**config.mk**
```make
export PLATFORM = sky130hd
export DESIGN_NAME = subsys_lifecycle_seq
export DESIGN_NICKNAME = d
export VERILOG_FILES = /design/src/rtl/subsys_lifecycle_seq.sv
export SDC_FILE = /design/constraint.sdc
export NUM_CORES = 1
export LEC_CHECK = 0
export ABC_AREA = 0
export BUFFER_PORTS_ARGS = -buffer_cell sky130_fd_sc_hd__buf_2
export CORE_ASPECT_RATIO = 0.7
export CORE_MARGIN = 2
export CORE_UTILIZATION = 49
export CTS_BUF_LIST = sky130_fd_sc_hd__clkbuf_2 sky130_fd_sc_hd__clkbuf_4 sky130_fd_sc_hd__clkbuf_8
export DETAILED_ROUTE_END_ITERATION = 10
export PLACE_DENSITY = 0.85
export SLEW_MARGIN = 30
export SYNTH_ARGS = -nofsm -noshare
export SYNTH_HDL_FRONTEND = slang
export SYNTH_SLANG_ARGS = --single-unit
```
**constraint.sdc**
```tcl
create_clock -name clk -period 4.4 [get_ports clk]
set_input_delay 1.1 -clock clk [delete_from_list [all_inputs] [get_ports clk]]
set_output_delay 1.1 -clock clk [all_outputs]
set_load 0.005 [all_outputs]
```
**src/rtl/subsys_lifecycle_seq.sv**
```systemverilog
// subsys_lifecycle_seq: ordered init/shutdown sequencer for the subsystem stack
// with reverse-order unwind on init failure, a sticky first-fault record and a
// single health flag.
//
// Ports:
//   clk, rst_n     clock, async active-low reset
//   start_i        bring-up request (pulse); stop_i tear-down request (pulse)
//   init_req_o     one-hot init request; init_ack_i / init_err_i responses
//   shut_req_o     one-hot shutdown request; shut_ack_i response
//   alive_o        per-subsystem initialised flags
//   state_o        IDLE=0 INIT=1 READY=2 SHUT=3 UNWIND=4 FAULT=5
//   busy_o         high in INIT, SHUT, UNWIND
//   healthy_o      READY with every subsystem alive
//   fault_o        sticky fault; fault_idx_o / fault_tmo_o describe the first
//
// Build option: define SUBSYS_SEQ_TIMEOUT_EN to add the per-handshake watchdog.
// Without it, handshakes wait forever and fault_tmo_o is tied low.
module subsys_lifecycle_seq #(
  parameter int N_SUB   = 8,
  parameter int TMO_W   = 16,
  parameter int TMO_CYC = 1000,
  parameter int IDX_W   = $clog2(N_SUB)
) (
  input  logic             clk,
  input  logic             rst_n,
  input  logic             start_i,
  input  logic             stop_i,
  output logic [N_SUB-1:0] init_req_o,
  input  logic [N_SUB-1:0] init_ack_i,
  input  logic [N_SUB-1:0] init_err_i,
  output logic [N_SUB-1:0] shut_req_o,
  input  logic [N_SUB-1:0] shut_ack_i,
  output logic [N_SUB-1:0] alive_o,
  output logic [2:0]       state_o,
  output logic             busy_o,
  output logic             healthy_o,
  output logic             fault_o,
  output logic [IDX_W-1:0] fault_idx_o,
  output logic             fault_tmo_o
);

  typedef enum logic [2:0] {
    S_IDLE   = 3'd0,
    S_INIT   = 3'd1,
    S_READY  = 3'd2,
    S_SHUT   = 3'd3,
    S_UNWIND = 3'd4,
    S_FAULT  = 3'd5
  } state_t;

  localparam logic [IDX_W-1:0] LAST = IDX_W'(N_SUB - 1);

  state_t           r_state;
  logic [IDX_W-1:0] r_idx;
  logic [N_SUB-1:0] r_alive;
  logic [N_SUB-1:0] r_init_req;
  logic [N_SUB-1:0] r_shut_req;
  logic             r_stop_pend;
  logic             r_fault;
  logic [IDX_W-1:0] r_fault_idx;
  logic             r_fault_tmo;

  state_t           w_state_nxt;
  logic [IDX_W-1:0] w_idx_nxt;
  logic [N_SUB-1:0] w_alive_nxt;
  logic [N_SUB-1:0] w_ireq_nxt;
  logic [N_SUB-1:0] w_sreq_nxt;
  logic [N_SUB-1:0] w_onehot;
  logic             w_stop_nxt;
  logic             w_fault_nxt;
  logic [IDX_W-1:0] w_fidx_nxt;
  logic             w_ftmo_nxt;
  logic             w_iack;
  logic             w_ierr;
  logic             w_sack;
  logic             w_tmo;
  logic             w_req_on;
  logic             w_req_chg;

  // Only the response bit lined up with the live request is observed.
  assign w_iack   = |(init_ack_i & r_init_req);
  assign w_ierr   = |(init_err_i & r_init_req);
  assign w_sack   = |(shut_ack_i & r_shut_req);
  assign w_req_on = |(r_init_req | r_shut_req);
  assign w_req_chg = (w_ireq_nxt != r_init_req) ||
                     (w_sreq_nxt != r_shut_req);

`ifdef SUBSYS_SEQ_TIMEOUT_EN
  logic [TMO_W-1:0] r_wdog;

  always_ff @(posedge clk or negedge rst_n) begin
    if (!rst_n) begin
      r_wdog <= '0;
    end else if (w_req_chg) begin
      r_wdog <= '0;
    end else if (w_req_on) begin
      r_wdog <= r_wdog + TMO_W'(1);
    end
  end

  // Fires in the TMO_CYC-th cycle of a held request.
  assign w_tmo = w_req_on &&
                 (r_wdog == TMO_W'(TMO_CYC - 1));
  assign fault_tmo_o = r_fault_tmo;
`else
  logic w_unused;
  assign w_unused = ^{TMO_W, TMO_CYC, w_req_chg,
                      w_req_on, r_fault_tmo};
  assign w_tmo       = 1'b0;
  assign fault_tmo_o = 1'b0;
`endif

  always_comb begin
    w_state_nxt = r_state;
    w_idx_nxt   = r_idx;
    w_alive_nxt = r_alive;
    w_stop_nxt  = r_stop_pend;
    w_fault_nxt = r_fault;
    w_fidx_nxt  = r_fault_idx;
    w_ftmo_nxt  = r_fault_tmo;
    unique case (r_state)
      S_IDLE, S_FAULT: begin
        if (start_i) begin
          w_state_nxt = S_INIT;
          w_idx_nxt   = '0;
          w_stop_nxt  = 1'b0;
          w_fault_nxt = 1'b0;
          w_fidx_nxt  = '0;
          w_ftmo_nxt  = 1'b0;
        end
      end
      S_INIT: begin
        if (stop_i) w_stop_nxt = 1'b1;
        if (w_ierr || (w_tmo && !w_iack)) begin
          // Error beats ack; a pending stop is dropped.
          w_stop_nxt = 1'b0;
          if (!r_fault) begin
            w_fault_nxt = 1'b1;
            w_fidx_nxt  = r_idx;
            w_ftmo_nxt  = !w_ierr;
          end
          if (r_idx == '0) begin
            w_state_nxt = S_FAULT;
          end else begin
            w_state_nxt = S_UNWIND;
            w_idx_nxt   = r_idx - IDX_W'(1);
          end
        end else if (w_iack) begin
          w_alive_nxt[r_idx] = 1'b1;
          if (r_stop_pend || stop_i) begin
            // r_idx is now the highest alive subsystem.
            w_stop_nxt  = 1'b0;
            w_state_nxt = S_SHUT;
          end else if (r_idx == LAST) begin
            w_state_nxt = S_READY;
          end else begin
            w_idx_nxt = r_idx + IDX_W'(1);
          end
        end
      end
      S_READY: begin
        if (stop_i) begin
          w_state_nxt = S_SHUT;
          w_idx_nxt   = LAST;
        end
      end
      S_SHUT, S_UNWIND: begin
        if (w_sack || w_tmo) begin
          w_alive_nxt[r_idx] = 1'b0;
          if (!w_sack && !r_fault) begin
            w_fault_nxt = 1'b1;
            w_fidx_nxt  = r_idx;
            w_ftmo_nxt  = 1'b1;
          end
          if (r_idx == '0) begin
            if (r_state == S_UNWIND || w_fault_nxt) begin
              w_state_nxt = S_FAULT;
            end else begin
              w_state_nxt = S_IDLE;
            end
          end else begin
            w_idx_nxt = r_idx - IDX_W'(1);
          end
        end
      end
      default: begin
        w_state_nxt = S_IDLE;
      end
    endcase
  end

  assign w_onehot = N_SUB'(1) << w_idx_nxt;

  always_comb begin
    w_ireq_nxt = '0;
    w_sreq_nxt = '0;
    if (w_state_nxt == S_INIT) begin
      w_ireq_nxt = w_onehot;
    end
    if (w_state_nxt == S_SHUT ||
        w_state_nxt == S_UNWIND) begin
      w_sreq_nxt = w_onehot;
    end
  end

  always_ff @(posedge clk or negedge rst_n) begin
    if (!rst_n) begin
      r_state     <= S_IDLE;
      r_idx       <= '0;
      r_alive     <= '0;
      r_init_req  <= '0;
      r_shut_req  <= '0;
      r_stop_pend <= 1'b0;
      r_fault     <= 1'b0;
      r_fault_idx <= '0;
      r_fault_tmo <= 1'b0;
    end else begin
      r_state     <= w_state_nxt;
      r_idx       <= w_idx_nxt;
      r_alive     <= w_alive_nxt;
      r_init_req  <= w_ireq_nxt;
      r_shut_req  <= w_sreq_nxt;
      r_stop_pend <= w_stop_nxt;
      r_fault     <= w_fault_nxt;
      r_fault_idx <= w_fidx_nxt;
      r_fault_tmo <= w_ftmo_nxt;
    end
  end

  assign init_req_o  = r_init_req;
  assign shut_req_o  = r_shut_req;
  assign alive_o     = r_alive;
  assign state_o     = r_state;
  assign busy_o      = (r_state == S_INIT) ||
                       (r_state == S_SHUT) ||
                       (r_state == S_UNWIND);
  assign healthy_o   = (r_state == S_READY) && (&r_alive);
  assign fault_o     = r_fault;
  assign fault_idx_o = r_fault_idx;

endmodule

```
After elaboration in Yosys (flattened, before gate mapping)
Cells that the tools add are included.

Add/subtract/negate cells: 2. Order comparisons: 2. Equality and inequality tests: 16. Shift-type cells: 1. Mux-type cells: 46. Bitwise operators: 6. Reduce and logical (&&, ||, !) cells: 25.

Operators with widths (number): $mux W3 (22); $mux W8 (5); $and A8 B8 Y8 (4); $pmux W3 S4 (2); $reduce_or A8 Y1 (3); $pmux W8 S2 (1); $ne A2 B2 Y1 const B (7); $eq A3 B3 Y1 const B (4); $mux W1 (12); $eq A3 B2 Y1 const B (3); $pmux W3 S3 (1); $not A8 Y8 (1); $or A8 B8 Y8 (1); $reduce_and A4 Y1 (2); $reduce_and A8 Y1 (1); $shl A1 B3 Y8 const A (1); $eq A3 B1 Y1 const B (2); $logic_not A3 Y1 (2); $reduce_and A6 Y1 (1); $logic_or A1 B1 Y1 (5); $lt A3 B4 Y1 const B (1); $reduce_bool A2 Y1 (2); $reduce_or A2 Y1 (2); $add A3 B1 Y3 const B (1); other kinds (9) (12).

Register bits after elaboration: 35. Input port bits: 28.

Longest topological paths before layout
Gate-level depths: netlist of run 1.

Word-level depth: 15. Mapped depth: 10. Mapped depth without buffers: 9.

Least setup slack after synthesis of run 1
Ideal clock, no wire load.

Path kind: input to register. Start: input port init_err_i[0]. End: register r_shut_req[7], in the netlist shut_req_o[7]. Setup time: 0.121 ns. Arrival: 2.593 ns. Required time: 4.279 ns. Setup slack: 1.686 ns. Stages on the path: 7. Path buffers: 0. Cells stage by stage: a22oi_1 nand2_1 nor4_4 a21oi_1 nand2_2 mux2i_4 and4b_1.

Cells in the longest elaborated chain, start to end: 7.

Ends and longest elaborated chain: start: declaration (line 30) `input logic [N_SUB-1:0] init_err_i,`; $and A8 B8 Y8 (*) (line 82) `assign w_ierr = |(init_err_i & r_init_req);`; $reduce_or A8 Y1 (*) (line 82); $mux W3 (*) (line 134) `if (w_ierr || (w_tmo && !w_iack)) begin`; $pmux W3 S4 (*) (line 121) `unique case (r_state)`; named net w_state_nxt[0] (line 63) `state_t w_state_nxt;`; $eq A3 B2 Y1 or $eq A3 B3 Y1 (tied branches) (line 200, 201); $logic_or A1 B1 Y1 (*) (line 200) `if (w_state_nxt == S_SHUT ||`; $mux W8 (*) (line 200); named net w_sreq_nxt[7] (line 67) `logic [N_SUB-1:0] w_sreq_nxt;`; end signal: assignment (line 222) `r_shut_req <= w_sreq_nxt;`; end: declaration (line 57) `logic [N_SUB-1:0] r_shut_req;`.

The timed path passes the listed nets; every way through them passes the cells marked *. A chain may end at the register's enable or synchronous reset.

Worst setup path in the final report of run 1
Start: input port init_err_i[6]. End: register r_shut_req[3], in the netlist shut_req_o[3].

Cells in the longest elaborated chain, start to end: 7.

Ends and longest elaborated chain (line): $and A8 B8 Y8 (*) (82); $reduce_or A8 Y1 (*) (82); $mux W3 (134); $pmux W3 S4 (121); $eq A3 B2 Y1 or $eq A3 B3 Y1 (tied branches) (200, 201); $logic_or A1 B1 Y1 (200); $mux W8 (*) (200); named net w_sreq_nxt[3] (67).

Marked as above.

==> results.yml, run 1 <==
setup_path:
  critPathTopFamily: "simple AND/OR/NAND/NOR gates"
  cp_slowest_stage_delay_ns: 0.46
  reg2reg_from: "r_idx[0]$_DFF_PN0_"
  cp_data_arrival_time_ns: 3.20
  r2r_cells: 7
  cp.required_ns: 4.58
  path_class: "input pin to flip-flop"
  crit_fanout: 17
  critPathCaptureType: "flip-flop"
  cp.buffers_inverters: 1
  crit_chain: "buf_2 > a22oi_1 > nand2_1 > nor4_4 > a21oi_1 > and2_4 > a22oi_4 > nor4bb_2"
  crit_slowest_cell: "nor4_4"
  crit_start: "init_err_i[6]"
  crit_path_start_kind: "input pin"
  cp.depth: 8
die:
  start_util_pct: 51.7
  die_h_um: 58.2
  ios: 62
  die_w_um: 81.4
  die-area_sq_mm: 0.00474
  rows: 19
  coreArea_sq_mm: 0.00397
route:
  drt-total-wl_um: 4850
  first_pass_iters: 5
  via_per_inst: 5.83
  ant_nets: 0
  vias: 1731
  initialDrtViolationCount: 135
  drcViolationCount: 0
  wl_per_cell_um: 16.3
yosys:
  syn_inst: 185
  syn-num-nets: 216
  ys_seq_area_share_pct: 42.6
  synth.most_common_cell: "dfrtp_1"
  synth_cell_type_count: 57
  yosysTopAreaCell: "dfrtp_1"
  synth_ff_type: "dfrtp_1"
  yosys-top-cells-area: "dfrtp_1, a22oi_1, mux2_2"
  synth.top_cell.area_share_pct: 42.6
  synth-async-reset-ratio_pct: 100
  syn_avg_cell_area_sq_um: 11.1
  ys_seq_elements: 35
  yosys-top-cells-count: "dfrtp_1, nand2_1, a22oi_1"
  synth_edf_count: 0
  yosys_warnings: 0
  syn-cell-area_sq_mm: 0.00205
placed_design:
  globalplace.congestion: 0.982
  portBuffers: 60
  hpwl_um: 3580
grt:
  grt_max_degree: 36
  grt_pass1_wl_um: 7910
  grtUsageTotal_pct: 22.2
  grt_pass1_vias: 1663
  antenna_found_initial: 0
  grt-ovfl-total: 0
timing:
  rsz0062_at_grt: "false"
  fin_crit_sh_pct: 68.6
  finalClockSkew_ns: 0.00252
  period_needed_ns: 3.02
  tightest_slew_ns: 0.783
  fmax_mhz: 331
  final_hold_viol_count: 0
  tns_ns: 0
  slew_viol_final: 0
  relSlewSlack_pct: 47.8
  setup_viol: 0
final_layout:
  finish.utilization_pct: 62.7
  diodes: 0
  area_growth_pct: 21.1
  final_nets: 275
  nFillCells: 335
  drive_gt1_share_pct: 42.4
power_and_ir_drop:
  vdd_drop_max_uv: 376
  power_density_mw_per_mm2: 717
  leakage_nw: 1.21
clock_network:
  post_cts_buffers: 0
  cts_buffers: 5
  hold_buffers: 0
  cts_resized: 0
  clock_latency_ns: 0.28
  clk_pin_slew_ns: 0.07
  cts_tree: "yes"
  root_buffer: "clkbuf_8"
  htree_levels: 2
  clock_sinks: 35
  cts_max_path_buffers: 2
hold_path:
  min_path_cells: 2
  min-delay-start: "fault_idx_o[2]$_DFFE_PN0P_"
  worstHoldPathType: "flip-flop to flip-flop"
status:
  status: "finished, final reports clean"
run:
  drv_cap: 0
[cell usage in the layout (no fill, tap or decap), types with 2 or more instances in the layout]
cell type  instances
nor2b_1            2
ha_1               3
dfrtp_1           35
and2_1             2
nand4_2            2
nand2b_4           2
o21ai_0            5
o21ai_1            4
a31oi_1            2
bufinv_16          2
nand2_1           20
and3b_1            3
nor3b_1            2
nor4b_2            3
nand4_1            3
inv_1              5
nor3_1             5
nor4bb_2           3
or2_1              2
a211oi_1           2
buf_2             60
a21o_1             2
clkbuf_8           5
nand2b_1           2
a21oi_1            6
a22oi_1           12
and3_1             3
mux2_2             7
a2bb2oi_1          2
nor3b_2            3
nand3_1            4
nor2_1             6
[final cells by class]
type,count,area [sq um],share of cell area (%)
clock buffers,6,76.3,3.07
repair buffers,60,300,12.1
multi-input cells,137,1090,43.9
inverters,5,18.8,0.754
flip-flops and latches,35,876,35.2
well taps,52,65.1,2.61
clock inverters,2,60.1,2.41
[report_power, final]
group	internal [mW]	switching [mW]
clock	0.233	0.113
sequential	0.414	0.113
combinational	0.394	0.518
[routing by layer]
layer / up-vias / GRT usage (%) / share of wire [%]
met2: 86 / 30.0 / 42
met4: 0 / 7.99 / 1.5
met1: 826 / 33.0 / 47
met5: - / 0 / 0
met3: 12 / 7.48 / 9.5
li1: 807 / - / -
[worst register-to-register path, cell delays in order, from the launching register on]
cell	delay, ns
dfrtp_1	0.53
inv_1	0.19
ha_1	0.20
nor2b_1	0.47
o21ai_1	0.17
and2_4	0.21
a22oi_4	0.43
nor4bb_2	0.39
[per-stage QoR]
stage / setup slack (ns) / hold slack [ns] / cell area [sq um] / total power [mW] / cells
3_3_place_gp: 1.20 / 0.461 / 2350 / 1.40 / 289
2_1_floorplan: 1.69 / 0.473 / 2050 / 1.24 / 185
4_1_cts: 1.44 / 0.484 / 2490 / 1.79 / 297
6_report: 1.38 / 0.478 / 2490 / 1.78 / 297
5_1_grt: 1.23 / 0.527 / 2490 / 1.90 / 297
3_5_place_dp: 1.17 / 0.469 / 2350 / 1.43 / 289
[cell families (layout without fill, tap and decap cells)]
family,Yosys count,in the layout,synth area share [%]
other cells,1,1,0.183
mux,9,9,5.48
buf+inv,13,73,4.20
flops,35,35,42.6
simple gates,77,77,27.0
fa+ha+maj,4,4,2.38
compound gates,46,46,18.1
[worst paths after layout]
kind                                         endpoint  slack (ns)
hold / removal             fault_idx_o[2]$_DFFE_PN0P_        0.48
setup / recovery              shut_req_o[3]$_DFF_PN0_        1.38
setup reg to reg              shut_req_o[3]$_DFF_PN0_        1.71
hold reg to reg            fault_idx_o[2]$_DFFE_PN0P_        0.48
max in group asynchronous  fault_idx_o[2]$_DFFE_PN0P_        3.01
min in group asynchronous     r_stop_pend$_DFFE_PN0P_        0.89
No activity file was read; power rests on OpenSTA's default activity.
==> inputs of run 2 (changes only) <==
==> constraint.sdc (replaced) <==
create_clock -name clk -period 2.82 [get_ports clk]
set_input_delay 0.705 -clock clk [delete_from_list [all_inputs] [get_ports clk]]
set_output_delay 0.705 -clock clk [all_outputs]
set_load 0.005 [all_outputs]
==> run 2 against run 1 <==
Register-to-register slack worse by 1.4 ns. Core utilization is 0.44 points lower. Count of clock-buffer cells in the layout unchanged. Hold slack better by 0.0019 ns. Worst setup slack got worse by 1.1 ns. First-iteration DRC count grew 61%. Via count grew 0.92%. Highest routed layer unchanged. Clock skew is 0.0041 ns higher. Final cell count increased by 1.3%. Sequential power up 50%. Cell area shrank 0.70%.
==> results.yml, run 2 (synthesis gave the netlist of run 1 again) <==
status:
  status: "finished, final reports clean"
clock_network:
  cts_resized: 0
  hold_buffers: 0
  clock_latency_ns: 0.29
  clk_pin_slew_ns: 0.07
  cts_max_path_buffers: 2
  cts_buffers: 5
  post_cts_buffers: 0
  clock_sinks: 35
  htree_levels: 2
  cts_tree: "yes"
  root_buffer: "clkbuf_8"
final_layout:
  final_cell_mix: "buf_2, dfrtp_1, nand2_1"
  area_growth_pct: 20.3
  final_common_cell: "buf_2"
  final_nets: 279
  drive_gt1_share_pct: 43.4
  nFillCells: 321
  diodes: 0
timing:
  final_hold_viol_count: 0
  rsz0062_at_grt: "false"
  layout_setup_ws_ns: 0.285
  finalClockSkew_ns: 0.00666
  slew_viol_final: 0
  period_needed_ns: 2.53
  fmax_mhz: 395
  setup_viol: 0
  tightest_slew_ns: 0.757
  fin_crit_sh_pct: 89.9
  relSlewSlack_pct: 49.5
  tns_ns: 0
route:
  wl_per_cell_um: 15.9
  drcViolationCount: 0
  via_per_inst: 5.80
  drt-total-wl_um: 4780
  vias: 1747
  ant_nets: 0
  first_pass_iters: 4
  initialDrtViolationCount: 218
setup_path:
  crit_chain: "buf_2 > a22oi_1 > nand2_1 > nor4_4 > a21oi_1 > a2bb2oi_1 > or2_1 > nor4bb_2"
  cp.buffers_inverters: 1
  cp_slowest_stage_delay_ns: 0.44
  crit_path_start_kind: "input pin"
  rrSetupSlack_ns: 0.29
  cp.depth: 8
  crit_slowest_cell: "nor4_4"
  path_class: "input pin to flip-flop"
  cp.required_ns: 3.01
  r2r_cells: 6
  cp_data_arrival_time_ns: 2.72
  critPathCaptureType: "flip-flop"
  critPathTopFamily: "simple AND/OR/NAND/NOR gates"
  crit_fanout: 9
power_and_ir_drop:
  vdd_drop_max_uv: 465
  power_density_mw_per_mm2: 1070
  leakage_nw: 1.21
grt:
  grt_pass1_wl_um: 8000
  grt_max_degree: 36
  grt-ovfl-total: 0
  grt_pass1_vias: 1676
  grtUsageTotal_pct: 22.6
  antenna_found_initial: 0
die:
  die_w_um: 81.4
  die_h_um: 58.2
  coreArea_sq_mm: 0.00397
  die-area_sq_mm: 0.00474
  rows: 19
  start_util_pct: 51.7
  ios: 62
placed_design:
  hpwl_um: 3620
  pre_cts_slack_ns: 0.00341
  portBuffers: 60
  globalplace.congestion: 0.945
hold_path:
  worstHoldPathType: "input pin to async pin"
run:
  drv_cap: 0
-- run 2: changes by cell type in the layout (fill, tap and decap cells not counted), sizes merged --
| cell | change |
|---|---|
| clkinv | +1 |
| bufinv | -2 |
| clkinvlp | +1 |
| buf | +4 |
-- run 2: final cells by class --
class	count	area (sq um)	area share (%)
Multi-Input combinational cell	137	1090	44.2
Sequential cell	35	876	35.4
Timing Repair Buffer	64	330	13.4
Clock buffer	6	76.3	3.09
Tap cell	52	65.1	2.63
Inverter	5	18.8	0.759
Clock inverter	2	12.5	0.506
-- run 2: final timing paths --
kind | from | to
max | init_err_i[6] | shut_req_o[6]$_DFF_PN0_
min | rst_n | init_req_o[4]$_DFF_PN0_
max reg2reg | state_o[0]$_DFF_PN0_ | shut_req_o[6]$_DFF_PN0_
min reg2reg | fault_idx_o[2]$_DFFE_PN0P_ | fault_idx_o[2]$_DFFE_PN0P_
max in group asynchronous | rst_n | async pin
min in group clk | fault_idx_o[2]$_DFFE_PN0P_ | fault_idx_o[2]$_DFFE_PN0P_
-- run 2: routing by layer --
layer / vias to the layer above / share of wire [%] / global-route usage (%)
li1: 816 / - / -
met1: 840 / 48 / 33.9
met2: 84 / 43 / 31.3
met3: 7 / 7.9 / 5.76
met4: 0 / 1.5 / 8.96
met5: - / 0 / 0
-- run 2: stage by stage --
| stage | instance area [sq um] | power [mW] | std cells | utilization (%) | hold slack, ns |
|---|---|---|---|---|---|
| 6_report | 2470 | 2.65 | 301 | 62.2 | 0.480 |
| 4_1_cts | 2470 | 2.65 | 301 | 62.2 | 0.484 |
| 3_3_place_gp | 2380 | 2.22 | 293 | 60.0 | 0.460 |
| 5_1_grt | 2470 | 2.84 | 301 | 62.2 | 0.510 |
| 2_1_floorplan | 2050 | 1.93 | 185 | - | 0.409 |
| 3_5_place_dp | 2380 | 2.27 | 293 | 60.0 | 0.468 |
-- run 2: report_power, final --
part           total [mW]  switching, mW  leakage [nW]  internal (mW)
clock network       0.362          0.180        0.0446          0.182
registers           0.790          0.144         0.470          0.646
logic                1.49          0.848         0.695          0.645
total                2.65           1.17          1.21           1.47
-- run 2: worst reg2reg max path: stages, from the launching register on --
cell,delay (ns)
dfrtp_1,0.63
nand2b_4,0.18
nor4_4,0.48
a21oi_1,0.15
a2bb2oi_1,0.32
or2_1,0.38
nor4bb_2,0.30
